$ cat config.mk
export PLATFORM = sky130hd
export DESIGN_NAME = misr_multichannel_ctrl
export DESIGN_NICKNAME = d
export VERILOG_FILES = /design/src/rtl/misr_pkg.sv /design/src/rtl/misr_lane.sv /design/src/rtl/misr_multichannel_ctrl.sv
export SDC_FILE = /design/constraint.sdc
export NUM_CORES = 1
export LEC_CHECK = 0
export CAP_MARGIN = 20
export CORE_MARGIN = 1.5
export CORE_UTILIZATION = 25
export CTS_CLUSTER_DIAMETER = 30
export DETAILED_ROUTE_END_ITERATION = 8
export PLACE_DENSITY_LB_ADDON = 0.12
export SYNTH_ARGS = -nofsm -noshare
export SYNTH_HDL_FRONTEND = slang
export SYNTH_SLANG_ARGS = --single-unit
$ cat constraint.sdc
create_clock -name clk_i -period 6.9 [get_ports clk_i]
set_input_delay 1.38 -clock clk_i [delete_from_list [all_inputs] [get_ports clk_i]]
set_output_delay 1.38 -clock clk_i [all_outputs]
set_load 0.03 [all_outputs]
$ cat src/rtl/misr_pkg.sv
// Shared definitions for the multi-channel MISR signature unit:
// FSM state encoding, CSR word offsets, CTRL/STATUS bit positions and
// the per-channel register layout.
package misr_pkg;

    typedef enum logic [1:0] {
        ST_IDLE = 2'd0,
        ST_RUN  = 2'd1,
        ST_DONE = 2'd2
    } state_e;

    // CSR word offsets relative to the window base
    localparam int unsigned OFF_CTRL   = 32'h00;
    localparam int unsigned OFF_STATUS = 32'h04;
    localparam int unsigned OFF_LENGTH = 32'h08;
    localparam int unsigned OFF_CH_EN  = 32'h0C;
    localparam int unsigned OFF_COUNT  = 32'h10;

    // Channel c lives at CH_BASE + CH_STRIDE*c
    localparam int unsigned CH_BASE   = 32'h20;
    localparam int unsigned CH_STRIDE = 32'h10;

    // Word index inside a channel block (offset bits [3:2])
    localparam logic [1:0] CH_SUB_COEFF = 2'd0;
    localparam logic [1:0] CH_SUB_SEED  = 2'd1;
    localparam logic [1:0] CH_SUB_SIG   = 2'd2;

    localparam int unsigned CTRL_START_BIT  = 0;
    localparam int unsigned CTRL_CLEAR_BIT  = 1;
    localparam int unsigned CTRL_IRQ_EN_BIT = 2;
    localparam int unsigned STATUS_DONE_BIT = 2;

endpackage

$ cat src/rtl/misr_lane.sv
// One MISR channel: holds the signature register.
// Ports:
//   clk_i, rst_ni   clock and async active-low reset
//   clear_i         force signature to 0 (highest priority)
//   load_i          load signature from seed_i
//   step_i          advance one Galois step with coeff_i / data_i
//   seed_i, coeff_i, data_i   per-channel operands
//   sig_o           current signature
module misr_lane #(
    parameter int unsigned W = 32
) (
    input  logic         clk_i,
    input  logic         rst_ni,
    input  logic         clear_i,
    input  logic         load_i,
    input  logic         step_i,
    input  logic [W-1:0] seed_i,
    input  logic [W-1:0] coeff_i,
    input  logic [W-1:0] data_i,
    output logic [W-1:0] sig_o
);

    logic [W-1:0] sig_q;
    logic [W-1:0] sig_d;

    always_comb begin
        sig_d = sig_q;
        if (clear_i) begin
            sig_d = '0;
        end else if (load_i) begin
            sig_d = seed_i;
        end else if (step_i) begin
            // Galois shift: MSB feeds back through the polynomial taps
            sig_d = {sig_q[W-2:0], 1'b0} ^ ({W{sig_q[W-1]}} & coeff_i) ^ data_i;
        end
    end

    always_ff @(posedge clk_i or negedge rst_ni) begin
        if (!rst_ni) begin
            sig_q <= '0;
        end else begin
            sig_q <= sig_d;
        end
    end

    assign sig_o = sig_q;

endmodule

$ cat src/rtl/misr_multichannel_ctrl.sv
// Memory-mapped multi-channel signature unit.
// Compresses N_CH parallel data streams into per-channel MISR signatures
// over a programmable number of samples, with a control/status FSM,
// sticky done flag and done interrupt.
// Ports:
//   clk_i, rst_ni      clock and async active-low reset
//   re_i, we_i         CSR read / write request
//   addr_i             CSR byte address
//   data_csr_i         CSR write data
//   data_csr_o         CSR read data (combinational, 0 when not reading)
//   misr_data_i        channel c at [c*NBIT_DATA +: NBIT_DATA]
//   misr_valid_i       sample strobe shared by all channels
//   irq_o              done interrupt
//
// state   | meaning
// --------+-----------------------------------------------------------
// ST_IDLE | cleared / after reset; waiting for START
// ST_RUN  | accepting samples until COUNT reaches LENGTH
// ST_DONE | run finished; signatures and COUNT frozen until START/CLEAR
module misr_multichannel_ctrl
    import misr_pkg::*;
#(
    parameter int unsigned            NBIT_DATA  = 32,
    parameter int unsigned            NBIT_ADDR  = 32,
    parameter int unsigned            N_CH       = 4,
    parameter int unsigned            CNT_W      = 16,
    parameter logic [NBIT_ADDR-1:0]   START_ADDR = NBIT_ADDR'(2**25)
) (
    input  logic                      clk_i,
    input  logic                      rst_ni,
    input  logic                      re_i,
    input  logic                      we_i,
    input  logic [NBIT_ADDR-1:0]      addr_i,
    input  logic [NBIT_DATA-1:0]      data_csr_i,
    output logic [NBIT_DATA-1:0]      data_csr_o,
    input  logic [N_CH*NBIT_DATA-1:0] misr_data_i,
    input  logic                      misr_valid_i,
    output logic                      irq_o
);

    state_e                 state_q;
    logic                   done_q;
    logic                   irq_en_q;
    logic [CNT_W-1:0]       length_q;
    logic [CNT_W-1:0]       count_q;
    logic [N_CH-1:0]        ch_en_q;
    logic [NBIT_DATA-1:0]   coeff_q [N_CH];
    logic [NBIT_DATA-1:0]   seed_q  [N_CH];
    logic [NBIT_DATA-1:0]   sig     [N_CH];

    // ------------------------------------------------------------------
    // Address decode
    // ------------------------------------------------------------------
    logic [NBIT_ADDR-1:0] off;
    logic                 in_win;
    logic                 hit_ctrl, hit_status, hit_length, hit_ch_en, hit_count;
    logic                 hit_ch;
    logic [2:0]           ch_sel;
    logic [1:0]           ch_sub;

    assign off        = addr_i - START_ADDR;
    assign in_win     = (addr_i >= START_ADDR) && (off[1:0] == 2'b00);
    assign hit_ctrl   = in_win && (off == NBIT_ADDR'(OFF_CTRL));
    assign hit_status = in_win && (off == NBIT_ADDR'(OFF_STATUS));
    assign hit_length = in_win && (off == NBIT_ADDR'(OFF_LENGTH));
    assign hit_ch_en  = in_win && (off == NBIT_ADDR'(OFF_CH_EN));
    assign hit_count  = in_win && (off == NBIT_ADDR'(OFF_COUNT));
    assign hit_ch     = in_win && (off >= NBIT_ADDR'(CH_BASE))
                        && (off < NBIT_ADDR'(CH_BASE + CH_STRIDE * N_CH));
    // Channel blocks start at 0x20, so offset bits [6:4] minus 2 give the
    // channel number for up to 8 channels (wraps cleanly for 0x90).
    assign ch_sel     = off[6:4] - 3'd2;
    assign ch_sub     = off[3:2];

    // ------------------------------------------------------------------
    // Control strobes
    // ------------------------------------------------------------------
    logic             wr_ctrl;
    logic             clear_req;
    logic             start_acc;
    logic             done_clr;
    logic             sample;
    logic [CNT_W-1:0] count_inc;

    assign wr_ctrl   = we_i && hit_ctrl;
    assign clear_req = wr_ctrl && data_csr_i[CTRL_CLEAR_BIT];
    // CLEAR wins over START in the same write; START while running is ignored
    assign start_acc = wr_ctrl && data_csr_i[CTRL_START_BIT] && !clear_req
                       && (state_q != ST_RUN);
    assign done_clr  = we_i && hit_status && data_csr_i[STATUS_DONE_BIT];
    assign sample    = (state_q == ST_RUN) && misr_valid_i && !clear_req;
    assign count_inc = count_q + 1'b1;

    // ------------------------------------------------------------------
    // Configuration registers
    // ------------------------------------------------------------------
    always_ff @(posedge clk_i or negedge rst_ni) begin
        if (!rst_ni) begin
            irq_en_q <= 1'b0;
            length_q <= '0;
            ch_en_q  <= '0;
            for (int c = 0; c < N_CH; c++) begin
                coeff_q[c] <= '0;
                seed_q[c]  <= '0;
            end
        end else if (we_i) begin
            if (hit_ctrl) begin
                irq_en_q <= data_csr_i[CTRL_IRQ_EN_BIT];
            end
            if (hit_length) begin
                length_q <= data_csr_i[CNT_W-1:0];
            end
            if (hit_ch_en) begin
                ch_en_q <= data_csr_i[N_CH-1:0];
            end
            for (int c = 0; c < N_CH; c++) begin
                if (hit_ch && (ch_sel == 3'(c))) begin
                    if (ch_sub == CH_SUB_COEFF) coeff_q[c] <= data_csr_i;
                    if (ch_sub == CH_SUB_SEED)  seed_q[c]  <= data_csr_i;
                end
            end
        end
    end

    // ------------------------------------------------------------------
    // FSM, sample counter and sticky done flag
    // ------------------------------------------------------------------
    always_ff @(posedge clk_i or negedge rst_ni) begin
        if (!rst_ni) begin
            state_q <= ST_IDLE;
            count_q <= '0;
            done_q  <= 1'b0;
        end else if (clear_req) begin
            state_q <= ST_IDLE;
            count_q <= '0;
            done_q  <= 1'b0;
        end else if (start_acc) begin
            count_q <= '0;
            if (length_q == '0) begin
                // Zero-length run completes immediately with SIG = SEED
                state_q <= ST_DONE;
                done_q  <= 1'b1;
            end else begin
                state_q <= ST_RUN;
                done_q  <= 1'b0;
            end
        end else begin
            if (sample) begin
                count_q <= count_inc;
                // Compare against the live LENGTH so mid-run edits apply
                if (count_inc == length_q) begin
                    state_q <= ST_DONE;
                end
            end
            // A completion on the same edge as a clear-write keeps DONE set
            if (sample && (count_inc == length_q)) begin
                done_q <= 1'b1;
            end else if (done_clr) begin
                done_q <= 1'b0;
            end
        end
    end

    // ------------------------------------------------------------------
    // Signature lanes
    // ------------------------------------------------------------------
    for (genvar g = 0; g < N_CH; g++) begin : g_lane
        misr_lane #(
            .W(NBIT_DATA)
        ) u_lane (
            .clk_i   (clk_i),
            .rst_ni  (rst_ni),
            .clear_i (clear_req),
            .load_i  (start_acc),
            .step_i  (sample && ch_en_q[g]),
            .seed_i  (seed_q[g]),
            .coeff_i (coeff_q[g]),
            .data_i  (misr_data_i[g*NBIT_DATA +: NBIT_DATA]),
            .sig_o   (sig[g])
        );
    end

    // ------------------------------------------------------------------
    // Combinational read mux; a simultaneous write suppresses the read
    // ------------------------------------------------------------------
    logic [NBIT_DATA-1:0] rdata;

    always_comb begin
        rdata = '0;
        if (re_i && !we_i) begin
            if (hit_ctrl) begin
                rdata[CTRL_IRQ_EN_BIT] = irq_en_q;
            end else if (hit_status) begin
                rdata[1:0]             = state_q;
                rdata[STATUS_DONE_BIT] = done_q;
            end else if (hit_length) begin
                rdata[CNT_W-1:0] = length_q;
            end else if (hit_ch_en) begin
                rdata[N_CH-1:0] = ch_en_q;
            end else if (hit_count) begin
                rdata[CNT_W-1:0] = count_q;
            end else if (hit_ch) begin
                for (int c = 0; c < N_CH; c++) begin
                    if (ch_sel == 3'(c)) begin
                        case (ch_sub)
                            CH_SUB_COEFF: rdata = coeff_q[c];
                            CH_SUB_SEED:  rdata = seed_q[c];
                            CH_SUB_SIG:   rdata = sig[c];
                            default:      rdata = '0;
                        endcase
                    end
                end
            end
        end
    end

    assign data_csr_o = rdata;
    assign irq_o      = done_q & irq_en_q;

endmodule

==> results.cfg <==
[critical_path]
start_kind = input pin
critical_path.startpoint = addr_i[2]
cp.required_ns = 5.52
r2r_cells = 8
timing.critical_path.mode_cell = buf_4
crit_path_end_kind = output pin
cp_max_fo = 81
rr_endpoint = state_q[1]$_DFFE_PN0P_
path_class = in2out
slowest_delay_ns = 0.50
crit_arrival_ns = 4.31
crit_chain = buf_4, nor2b_4, buf_12, a21oi_1, o22ai_1, a32o_1, a22oi_1, o21ai_0, buf_4
r2r_start = count_q[0]$_DFFE_PN0P_
r2r_slack_ns = 4.04
critPathSlowestCell = buf_4

[grt]
grt_pass1_wl_mm = 147
track_usage_pct = 20.0
grt_start_max_net_pins = 162
grt_overflow = 0
antenna_found_initial = 4
grt_pass1_vias = 21000

[synth]
yosysMostFrequentCell = dfrtp_1
synth_nets = 2754
async_flop_share_pct = 100
ys.flop_type = dfrtp_1
synth_area_leaders = dfrtp_1 (43%), mux2_2 (12%), xnor2_1 (9.5%)
ys_seq_area_share_pct = 43.0
synth_cells = 2554
yosysWarningCount = 0
synth-seq-cells = 424
yosysTopAreaCell = dfrtp_1
avgSynthCellArea_um2 = 9.66
synth_edf_count = 0
synth_common_cells = dfrtp_1 (424), nand2_1 (344), mux2_2 (272)
synth.top_cell.area_share_pct = 43.0
synth.distinct_cells = 63
synth_area_um2 = 24700

[route]
viasPerCell = 4.92
drtIter0Drc = 1485
dr.pass1.iters = 5
drt-total-wl_mm = 101
drc = 0
wire_per_inst_um = 24.2
vias = 20600
ant_nets = 0

[floorplanning]
die_area_um2 = 101000
dieWidth_um = 317
initial_core_util_pct = 25.2
row_count = 115
core_area_um2 = 98100
fp.dieH_um = 317
num_io_pins = 230

[pwr]
p_comb_share_pct = 5.4
power_frac_seq_pct = 25.7
peakVddDrop_v = 0.000211
clockPowerShare_pct = 69.0
switching_power_mw = 2.17
power_density_nw_per_um2 = 291
power_mw = 9.73
switching_share_pct = 22.3
p_leak_nw = 14.4
p_int_mw = 7.57

[final_layout]
drive_above_1_share_pct = 21.5
fin_nets = 2977
post-route-util_pct = 34.1
area_growth_syn_to_layout_pct = 35.4

[hold_path]
hold_path_startpoint = g_lane[3].u_lane.sig_o[28]$_DFFE_PN0P_
hold_path.class = reg2reg
min_path_cells = 2
hold_end = g_lane[3].u_lane.sig_o[28]$_DFFE_PN0P_

[sta]
fmax_mhz = 176
slew_viol_final = 0
skew_ns = 0.0268
tns_ns = 0
min_period_ns = 5.69
tightestPinTransition_ns = 1.08
hold_ws_ns = 0.522
max_slew_margin_pct = 27.7
rsz0062_at_grt = no
hold_viol_final = 0
min_period_over_period_pct = 82.5
finalSetupViolations = 0

[place]
place_hpwl_mm = 67.2
finalWeightedCongestion = 0.880
port_buffers = 229

[status]
status = completed

[cts]
cts_tree = built
clk_path_buf_depth = 3
cts_sinks = 424
h-tree-depth = 4
cts-buffers-inserted = 138
root_buffer = clkbuf_16
clk_pin_slew_ns = 0.04
insertion_delay_ns = 0.70
hold_buffers = 0
cts_setup_buffers = 0
cts-resized-gates = 0

[run]
cap_violations = 0
routing by layer:
| layer | vias up | track usage (%) | routed length (um) |
|---|---|---|---|
| met4 | 2 | 6.60 | 2640 |
| met5 | - | 0 | 11 |
| li1 | 9468 | - | - |
| met2 | 626 | 31.4 | 46100 |
| met1 | 10300 | 27.3 | 46700 |
| met3 | 157 | 4.20 | 5600 |
placed cells by master (no fill, tap or decap), types with 8 or more instances in the layout:
master | Yosys | routed
xnor2_1 | 269 | 269
clkbuf_1 | 107 | 20
a211oi_1 | 22 | 22
a22oi_1 | 12 | 12
buf_4 | 6 | 66
nor3_1 | 13 | 13
a32o_1 | 13 | 13
xor2_1 | 11 | 11
nor4_1 | 10 | 10
bufinv_16 | 0 | 22
nor2_1 | 251 | 248
o21ai_0 | 90 | 90
a21oi_1 | 208 | 204
buf_12 | 0 | 19
clkdlybuf4s50_1 | 0 | 193
o31ai_1 | 125 | 125
inv_1 | 10 | 10
mux2i_1 | 131 | 131
clkinv_2 | 0 | 26
and3_1 | 8 | 8
nand3_1 | 16 | 16
a221oi_1 | 13 | 13
clkbuf_16 | 0 | 142
o22ai_1 | 29 | 29
dfrtp_1 | 424 | 424
clkbuf_8 | 0 | 30
mux2_2 | 272 | 272
nand2_1 | 344 | 341
flip-flops by register name, indices dropped and copies added, names as in the netlist:
name,cells
count_q,16
length_q,16
ch_en_q,4
seed_q,128
g_lane.u_lane.sig_o,128
irq_en_q,1
coeff_q,128
state_q,2
done_q,1
power by group through the flow:
stage          logic, mW  clock network, mW  registers (mW)
3_5_place_dp       0.533                  0            2.53
2_1_floorplan      0.202                  0            2.53
6_report           0.524               6.71            2.50
3_3_place_gp       0.531                  0            2.53
5_1_grt            0.565               6.97            2.50
4_1_cts            0.536               6.82            2.50
area by class of cell:
cell class / count / area [um^2]
Antenna cell: 2 / 5.00
Clock buffer: 191 / 4030
Clock inverter: 63 / 1010
Fill cell: 9947 / 64700
Inverter: 10 / 37.5
Multi-Input combinational cell: 1922 / 13300
Sequential cell: 424 / 10600
Tap cell: 1287 / 1610
Timing Repair Buffer: 281 / 2840
through the flow:
stage | cell area, um^2 | setup WS, ns | instances
2_1_floorplan | 24700 | 1.51 | 2554
3_3_place_gp | 28400 | 1.18 | 3922
3_5_place_dp | 28400 | 1.22 | 3924
4_1_cts | 33400 | 1.21 | 4178
5_1_grt | 33400 | 1.05 | 4179
6_report | 33400 | 1.21 | 4180
cell families (layout without fill, tap and decap cells):
kind of cell               count (synthesis)  after routing  synth area share (%)
DFF                                      424            424                  43.0
AOI/OAI and AO/OA                        542            542                  13.7
buffers and inverters                    208            545                  3.57
muxes                                    408            408                  17.9
xor gates and xnor gates                 280            280                  9.94
adders and majority gates                  3              3                 0.152
other                                      0              2                     0
and+or+nand+nor                          689            689                  11.7
worst max-delay path by stage:
stage,endpoint,slack [ns],depth (start not counted)
floorplan,data_csr_o[12],1.51,11
global placement,data_csr_o[15],1.18,9
detailed placement,data_csr_o[2],1.22,11
CTS,data_csr_o[2],1.21,11
global route,data_csr_o[15],1.05,11
finish,data_csr_o[15],1.21,9
critical path: cells and delay by family:
kind	cells	cell delay (ns)
compound gates	5	1.34
buf+inv	3	1.14
simple gates	1	0.33
Note: power is estimated with default switching activity, not from simulation.
